<file path="config.mk">
export PLATFORM = sky130hd
export DESIGN_NAME = pow
export DESIGN_NICKNAME = d
export VERILOG_FILES = /design/src/rtl/pow.sv
export SDC_FILE = /design/constraint.sdc
export NUM_CORES = 1
export LEC_CHECK = 0
export CORE_ASPECT_RATIO = 1.1
export CORE_MARGIN = 4
export CORE_UTILIZATION = 59
export CTS_BUF_LIST = sky130_fd_sc_hd__clkbuf_4 sky130_fd_sc_hd__clkbuf_8
export CTS_CLUSTER_SIZE = 40
export DETAILED_ROUTE_END_ITERATION = 8
export PLACE_DENSITY = 0.8
export SLEW_MARGIN = 5
export SYNTH_ARGS = -nofsm -noshare
export SYNTH_HDL_FRONTEND = slang
export SYNTH_SLANG_ARGS = --single-unit
</file>
<file path="constraint.sdc">
create_clock -name clk -period 6.4 [get_ports clk]
set_input_delay 1.28 -clock clk [delete_from_list [all_inputs] [get_ports clk]]
set_output_delay 1.28 -clock clk [all_outputs]
set_load 0.1 [all_outputs]
</file>
<file path="src/rtl/pow.sv">
// Iterative unsigned power unit: result = low 32 bits of base**expo, with sticky
// overflow flags, computed by repeated multiplication (one multiply per cycle).
module pow (
  input  logic        clk,
  input  logic        rst,
  input  logic        start,
  input  logic [15:0] base,
  input  logic [15:0] expo,
  output logic        ready,
  output logic [31:0] result,
  output logic        Cflag,
  output logic        Oflag
);

  typedef enum logic [1:0] {
    IDLE = 2'd0,
    CALC = 2'd1,
    DONE = 2'd2
  } state_t;

  state_t      state_q, state_d;
  logic [15:0] b_q, b_d;
  logic [15:0] cnt_q, cnt_d;
  logic [31:0] acc_q, acc_d;
  logic        carry_q, carry_d;
  logic [31:0] result_q, result_d;
  logic        cflag_q, cflag_d;
  logic        oflag_q, oflag_d;
  logic        ready_q, ready_d;
  logic [47:0] prod;

  // acc only ever holds 32 bits, so the full 32x16 product fits in 48 bits.
  assign prod = {16'd0, acc_q} * {32'd0, b_q};

  always_ff @(posedge clk or negedge rst) begin
    if (!rst) begin
      state_q  <= IDLE;
      b_q      <= 16'd0;
      cnt_q    <= 16'd0;
      acc_q    <= 32'd0;
      carry_q  <= 1'b0;
      result_q <= 32'd0;
      cflag_q  <= 1'b0;
      oflag_q  <= 1'b0;
      ready_q  <= 1'b0;
    end else begin
      state_q  <= state_d;
      b_q      <= b_d;
      cnt_q    <= cnt_d;
      acc_q    <= acc_d;
      carry_q  <= carry_d;
      result_q <= result_d;
      cflag_q  <= cflag_d;
      oflag_q  <= oflag_d;
      ready_q  <= ready_d;
    end
  end

  always_comb begin
    state_d  = state_q;
    b_d      = b_q;
    cnt_d    = cnt_q;
    acc_d    = acc_q;
    carry_d  = carry_q;
    result_d = result_q;
    cflag_d  = cflag_q;
    oflag_d  = oflag_q;
    ready_d  = ready_q;
    unique case (state_q)
      IDLE: begin
        if (start) begin
          b_d     = base;
          cnt_d   = expo;
          acc_d   = 32'd1;
          carry_d = 1'b0;
          state_d = CALC;
        end
      end
      CALC: begin
        if (cnt_q != 16'd0) begin
          acc_d   = prod[31:0];
          cnt_d   = cnt_q - 16'd1;
          // Sticky: once the true value passes 2**32 it can never come back
          carry_d = carry_q | (prod[47:32] != 16'd0);
        end else begin
          result_d = acc_q;
          cflag_d  = carry_q;
          oflag_d  = carry_q | acc_q[31];
          ready_d  = 1'b1;
          state_d  = DONE;
        end
      end
      DONE: begin
        if (!start) begin
          ready_d = 1'b0;
          state_d = IDLE;
        end
      end
      default: begin
        ready_d = 1'b0;
        state_d = IDLE;
      end
    endcase
  end

  assign ready  = ready_q;
  assign result = result_q;
  assign Cflag  = cflag_q;
  assign Oflag  = oflag_q;

endmodule

</file>
Yosys cells after proc, flatten, opt, wreduce, memory -nomap -nowiden:

Index checks and enable logic that the tools add are counted.

* word-level logic and storage cells: 46
* flip-flop bits (word level): 102
* output and inout port bits: 35
* input port bits: 35

* add/subtract/negate cells: 1
* multiplexer cells: 16
* eq/ne operators: 6
* bitwise gates (word level): 4
* reductions and logical operators: 9
* multiply operators: 1

Operators by type and width (count)
* $mux W32: 2
* $pmux W32 S2: 1
* $mul A32 B16 Y48: 1
* $mux W16: 2
* $pmux W16 S2: 1
* $reduce_bool A16 Y1: 2
* $sub A16 B1 Y16 const B: 1
* $reduce_and A3 Y1: 3
* $ne A2 B2 Y1 const B: 4
* $mux W2: 3
* $pmux W2 S3: 1
* $mux W1: 4
* $reduce_and A2 Y1: 2
* $pmux W1 S3: 1
* $eq A2 B1 Y1 const B: 1
* $eq A2 B2 Y1 const B: 1
* $logic_not A2 Y1: 1
* $not A1 Y1: 2
* $or A1 B1 Y1: 2
* $pmux W1 S2: 1
* $reduce_bool A2 Y1: 1

Longest topological paths before layout:

Gate-level depths: netlist (run 1).

* depth after elaboration: 5
* mapped depth: 27
* depth with buffers taken out: 25

Least setup slack after synthesis (run 1):

No wires, ideal clock.

* path kind: reg-to-reg
* from: register acc_q[7]
* to: register carry_q
* required time: 6.269 ns
* clock period less this slack: 6.461 ns
* path slack: -0.061 ns
* stages on the path, launching flop included: 27
* arrival: 6.330 ns
* buffers on the path: 2
* setup time: 0.131 ns
* cells stage by stage: dfrtp_1 > clkbuf_1 > nand2_1 > fa_1 > inv_1 > fa_1 > inv_1 > fa_1 > inv_1 > fa_1 > fa_1 > inv_1 > fa_1 > inv_1 > ha_1 > buf_2 > nand2_1 > o21ai_1 > o21bai_1 > o31ai_4 > o31ai_2 > a21o_1 > a21oi_2 > xnor2_1 > or4_1 > nor4_1 > a21oi_1

* cells in the longest elaborated chain, start to end: 5

Ends and longest elaborated chain
* from (decl): line 24 `logic [31:0] acc_q, acc_d;`
* from (signal assigned): line 40 `acc_q <= 32'd0;`
* from (signal assigned): line 50 `acc_q <= acc_d;`
* $mul A32 B16 Y48: line 33 `assign prod = {16'd0, acc_q} * {32'd0, b_q};`
* $reduce_bool A16 Y1: line 84 `carry_d = carry_q | (prod[47:32] != 16'd0);`
* $or A1 B1 Y1: line 84
* $mux W1: line 80 `if (cnt_q != 16'd0) begin`
* $pmux W1 S2: line 69 `unique case (state_q)`
* to (signal assigned): line 51 `carry_q <= carry_d;`
* to (decl): line 25 `logic carry_q, carry_d;`

Every way passes these cells. The select of a mux whose other input is x is not followed.
A chain may end at the register's enable or synchronous reset.

Final worst setup path (run 1):

* from: register b_q[4]
* to: register carry_q

* cells in the longest elaborated chain, start to end: 5

Ends and longest elaborated chain
* from (decl): line 22 `logic [15:0] b_q, b_d;`
* from (signal assigned): line 38 `b_q <= 16'd0;`
* from (signal assigned): line 48 `b_q <= b_d;`
* $mul A32 B16 Y48: line 33
* $reduce_bool A16 Y1: line 84
* $or A1 B1 Y1: line 84
* $mux W1: line 80
* $pmux W1 S2: line 69

Every way passes these cells. The select of a mux whose other input is x is not followed.

==> run metrics, run 1 <==
top-count cell post-synth nand2_1; fin. max-slew vios 0; Slew @ Worst Pin 1.00 ns; Fin. Hold Viols 0; Mapped Area slightly above 0.02 sq mm; max_cap viols 0; critical path class flop to flop; CTS Hold Bufs 0; first-pass GRT wire length roughly 94000 um; hold crit path type flop to flop; share of cells above drive strength 1 13.3%; Die H 204 um; Final min period 6.58 ns; period utilization 103%; GR Overflow Total 0; CTS buffer count 9; die area about 0.038 sq mm; CP Buf/Inv Count 6; Cells after Synth 2372; post-synth top area share slightly above 40%; vias in the first global route 19200; Clk Latency, worst-skew pair approximately 0.44 ns; Seq/Total Area, Yosys 12.4%; Fin Hold WS about 0.47 ns; Max stage delay cell, worst path fa_1; Detail Route Antenna Nets 0; Net Count, Synth 2946; DR DRC count 0; CTS tree built; PortBufs 69; CP peak stage delay 0.53 ns; pin count of the biggest net entering global routing a little under 60; Place WS -0.486 ns; root buffer cell clkbuf_8; initial DRC count 1225; Post-synth ARST share 100%; final WL 56300 um; Pre-antenna DRT Iters 8; Worst Path Max Fanout 9; row count 71; WP data required 6.73 ns; setup ws final -0.183 ns; clk buf depth 2; Yosys reg bits 102; Critical Path AT 6.91 ns; CTS H-tree lvls 3; CP Launch Type flop; Crit path max-delay family adder cells; Sink Count 102; Antenna Cells 0; Placeable Area 0.0344 sq mm; initial core utilization 60.0%; Top cell by count, worst path fa_1; FMAX 152 MHz; nets@finish 3147; final non-filler cell total 3016; top cell type by total area after synthesis fa_1; Ys Warns 0; Die X 186 um; P&R area growth vs syn 16.0%; failing checks setup timing; DR vias/cell 5.68; HPWL after detailed placement 45800 um; ys flop type dfrtp_1; crit end category flop; WL per Instance between 15 and 20 um; Slew HR 32.8%; Cell Count Post-Placement 2988; routability cong. 0.936; vias 17100; outcome complete, but fails checks; Setup Viol. Count Final 1; antenna violations before repair 0; most frequent cells after synthesis nand2_1 (479), inv_1 (443), fa_1 (418); RSZ-0062 raised after global routing true; Yosys cell types between 60 and 70; Post-synth EDFFs 0; # IOs 70; Overall Global Routing Usage 31.2%; setup skew after layout approximately 0.033 ns; Clock transition at path regs 0.13 ns; Mapped Avg Cell Area about 8.7 sq um; Synth area leaders fa_1 (41%), dfrtp_1 (12%), nand2_1 (8.7%), inv_1 (8.1%), and2_1 (8.0%)
-- logic make-up (layout without fill, tap and decap cells) --
family | after synthesis | after routing | synth area share [%]
adders and majority gates | 539 | 539 | 47.9
xor gates and xnor gates | 37 | 37 | 1.57
DFF | 102 | 102 | 12.4
AOI/OAI and AO/OA | 221 | 221 | 6.85
muxes | 3 | 3 | 0.152
and+or+nand+nor | 897 | 897 | 20.7
buffers and inverters | 573 | 779 | 10.5
-- state kept, by name, indices dropped and copies added (netlist names) --
register / cells
acc_q: 32
result: 32
b_q: 16
cnt_q: 16
state_q: 2
Cflag: 1
Oflag: 1
carry_q: 1
ready: 1
-- worst register-to-register path, stage by stage, from the launching register on --
cell and delay [ns]:
dfrtp_2 0.45, buf_4 0.19, and2_1 0.17, fa_1 0.54, inv_1 0.05, fa_1 0.46
fa_1 0.53, inv_1 0.06, fa_1 0.50, fa_1 0.49, inv_1 0.05, fa_1 0.49
inv_1 0.04, ha_1 0.33, buf_4 0.17, and4_1 0.22, nand3_1 0.09, a21oi_1 0.06
o311ai_2 0.32, a21o_1 0.17, o211ai_1 0.13, or2_2 0.32, a211oi_2 0.23, nand4_1 0.15
nor4_2 0.18, a21oi_1 0.09
-- repair_timing --
| item | in CTS | in global routing |
|---|---|---|
| gates cloned | 0 | 0 |
| setup endpoints to repair | 2 | 6 |
| pin swaps | 9 | 4 |
| gates resized for setup | 52 | 14 |
| buffers inserted | 11 | 1 |
-- placed cells by master (no fill, tap or decap), drive strengths merged, types with 21 or more instances in the layout --
cell / instances
a21oi: 66
and2: 263
fa: 418
clkdlybuf4s50: 68
o21ai: 64
inv: 448
xnor2: 21
dfrtp: 102
nand3: 37
ha: 121
nor2: 45
buf: 251
nand2: 479
-- layer usage --
layer  GRT usage [%]  vias up  part of all wire [%]
li1                -     7539                     -
met1            37.8     8656                    37
met2            54.3      732                    51
met3            6.25      208                   7.4
met4            13.0        0                   4.7
met5               0        -                     0
-- through the flow --
stage | utilization, % | area, sq um | TNS [ns]
5_1_grt | 69.6 | 23900 | -0.481
3_5_place_dp | 68.0 | 23400 | -0.486
3_3_place_gp | 68.0 | 23400 | -0.326
6_report | 69.6 | 23900 | -0.183
4_1_cts | 69.4 | 23900 | -0.133
2_1_floorplan | - | 20600 | 0
-- layout make-up --
cell class,count,area (sq um)
tap,438,548
sequential,102,2580
inverter,444,1670
timing repair buffer,319,2790
fill,2548,10500
multi-input combinational,1697,16100
clock buffer,9,124
clock inverter,7,85.1
-- final timing paths --
kind                                             start                endpoint  slack [ns]  cells after the start
worst max-delay path                b_q[4]$_DFFE_PN0P_     carry_q$_DFFE_PN0P_       -0.18                     25
worst min-delay path            result[21]$_DFFE_PN0P_  result[21]$_DFFE_PN0P_        0.47                      2
worst max register to register      b_q[4]$_DFFE_PN0P_     carry_q$_DFFE_PN0P_       -0.18                     25
worst min register to register  result[21]$_DFFE_PN0P_  result[21]$_DFFE_PN0P_        0.47                      2
max in group asynchronous                          rst    acc_q[8]$_DFFE_PN0P_        4.30                      2
min in group asynchronous                          rst  result[10]$_DFFE_PN0P_        0.92                      1
Power of run 1 is not shown: default switching activity piles up to over one toggle a cycle in this logic, so the estimate is an artifact.
==> run 2: changes to the inputs <==
--- a/config.mk
+++ b/config.mk
@@ -5,6 +5,7 @@
 export SDC_FILE = /design/constraint.sdc
 export NUM_CORES = 1
 export LEC_CHECK = 0
+export ABC_AREA = 1
 export CORE_ASPECT_RATIO = 1.1
 export CORE_MARGIN = 4
 export CORE_UTILIZATION = 59
==> run 2 against run 1 <==
  * Count of clock-buffer cells in the layout is the same
  * Global-route usage increased by 1.5 points
  * Cell count increased by 19%
  * Critical endpoint unchanged
  * Via count increased by 11%
  * The run now ends clean
==> run metrics, run 2 <==
period utilization 96.3%; PortBufs 69; Cells after Synth 3051; DR DRC count 0; WP data required about 6.8 ns; CP startpoint b_q[2]$_DFFE_PN0P_; Mapped Area 0.0223 sq mm; Net Count, Synth 3625; Slew HR 32.6%; Synth area leaders fa_1 (38%), nand2_1 (16%), inv_1 (15%), dfrtp_1 (11%), ha_1 (6.8%); Crit path max-delay family adder cells; Antenna Cells 0; Cell Count Post-Placement 3570; Seq/Total Area, Yosys ~11%; row count 74; top-count cell post-synth nand2_1; share of cells above drive strength 1 7.57%; critical path class flop to flop; root buffer cell clkbuf_8; Clk Latency, worst-skew pair 0.48 ns; met1 GRT Util around 40%; CP Launch Type flop; Yosys cell types 43; ys flop type dfrtp_1; clk buf depth 2; Ys Warns 0; Die H 212 um; Fin. Hold Viols 0; CTS tree built; first-pass GRT wire length 103000 um; Mapped Avg Cell Area 7.29 sq um; most used routing layer met2; Max stage delay cell, worst path dfrtp_2; setup skew after layout 0.0400 ns; final non-filler cell total 3600; met3 Track Usage GR 7.12%; Critical Path AT roughly 6.5 ns; worst reg2reg path depth 26; top cell type by total area after synthesis fa_1; Final Core Density 66.1%; Post-synth EDFFs 0; global routing met2 resource utilization 55.1%; Worst Path Max Fanout 8; CP Depth 26; HPWL after detailed placement around 52000 um; routability cong. slightly above 1; Clock transition at path regs 0.13 ns; most frequent cells in the layout nand2_1 (965), inv_1 (909), fa_1 (417), ha_1 (109), buf_4 (94); most frequent cells after synthesis nand2_1 (977), inv_1 (909), fa_1 (418); vias 19100; Sink Count ~100; reg2reg end carry_q$_DFFE_PN0P_; hold crit path type flop to flop; Critical Path Sink carry_q$_DFFE_PN0P_; R2R Setup Slk roughly 0.24 ns; Pre-antenna DRT Iters 6; antenna violations before repair 0; Slew @ Worst Pin 1.01 ns; crit end category flop; die area approximately 0.041 sq mm; P&R area growth vs syn 10.5%; GR Overflow Total 0; CP Buf/Inv Count 6; fin. max-slew vios 0; commonest non-fill, non-tap cell in the layout nand2_1; Overall Global Routing Usage 32.8%; initial DRC count 1607; # IOs 70; Setup Viol. Count Final 0; CTS H-tree lvls 3; nets@finish 3675; CP peak stage delay between 0.5 and 0.6 ns; vias in the first global route around 20000; Placeable Area between 0.03 and 0.04 sq mm; FMAX roughly 160 MHz; final WL 65500 um; Post-synth ARST share 100%; Die X 193 um; initial core utilization 59.8%; outcome complete, no violations; Yosys reg bits 102; CTS buffer count 9; DR vias/cell 5.29; post-synth top area share a little under two fifths; worst reg2reg path startpoint b_q[2]$_DFFE_PN0P_; Final min period 6.16 ns; pin count of the biggest net entering global routing 62; max_cap viols 0; Top cell by count, worst path fa_1; Detail Route Antenna Nets 0; WL per Instance 18.2 um
[run 2: layout make-up]
type	count	area (sq um)
well taps	494	618
clock buffers	9	124
flip-flops and latches	102	2590
repair buffers	186	1880
multi-input cells	1890	15900
clock inverters	7	83.8
fillers	3209	12600
inverters	912	3430
[run 2: how the worst min path moves through the flow]
stage | from | to | slack, ns | cells past startpoint
5_1_grt | result[5]$_DFFE_PN0P_ | result[5]$_DFFE_PN0P_ | 0.53 | 2
3_5_place_dp | result[0]$_DFFE_PN0P_ | result[0]$_DFFE_PN0P_ | 0.47 | 2
2_1_floorplan | carry_q$_DFFE_PN0P_ | carry_q$_DFFE_PN0P_ | 0.47 | 2
3_3_place_gp | result[0]$_DFFE_PN0P_ | result[0]$_DFFE_PN0P_ | 0.46 | 2
4_1_cts | result[0]$_DFFE_PN0P_ | result[0]$_DFFE_PN0P_ | 0.50 | 2
6_report | result[0]$_DFFE_PN0P_ | result[0]$_DFFE_PN0P_ | 0.50 | 2
[run 2: tightest hold or removal path, stage by stage, from the launching register on]
cell and delay (ns):
dfrtp_1 0.36, nand2_1 0.05, nand2_1 0.06
[run 2: metal layers]
metal / routed length (um) / up-vias
met5: 0 / -
met4: 3310 / 0
met2: 31800 / 936
met1: 24100 / 9267
met3: 6190 / 214
li1: - / 8643
[run 2: cells by family (layout without fill, tap and decap cells)]
| logic type | after synthesis | in the layout | share of synthesized area, % |
|---|---|---|---|
| and+or+nand+nor | 1173 | 1173 | 20.7 |
| buffers and inverters | 1059 | 1114 | 18.1 |
| adders and majority gates | 539 | 539 | 44.4 |
| AOI/OAI and AO/OA | 152 | 152 | 4.37 |
| DFF | 102 | 102 | 11.5 |
| xor gates and xnor gates | 25 | 25 | 0.984 |
| muxes | 1 | 1 | 0.0506 |
[run 2: repair_timing]
item	4_1_cts	5_1_grt
setup buffers	0	9
pin swaps	0	9
setup endpoints to repair	1	1
cloned	0	5
hold buffers	0	0
resized for setup	3	74
[run 2: through the flow]
step                      setup slack [ns]  TNS, ns  cell area, sq um  hold slack, ns
after global routing               -0.0110  -0.0110             24600           0.527
after global placement             -0.0192  -0.0192             24000           0.464
final                                0.238        0             24600           0.496
after CTS                          0.00845        0             24200           0.496
after floorplan                      0.741        0             22300           0.465
after detailed placement           -0.0174  -0.0174             24000           0.466
Power of run 2 is left out for the same reason.
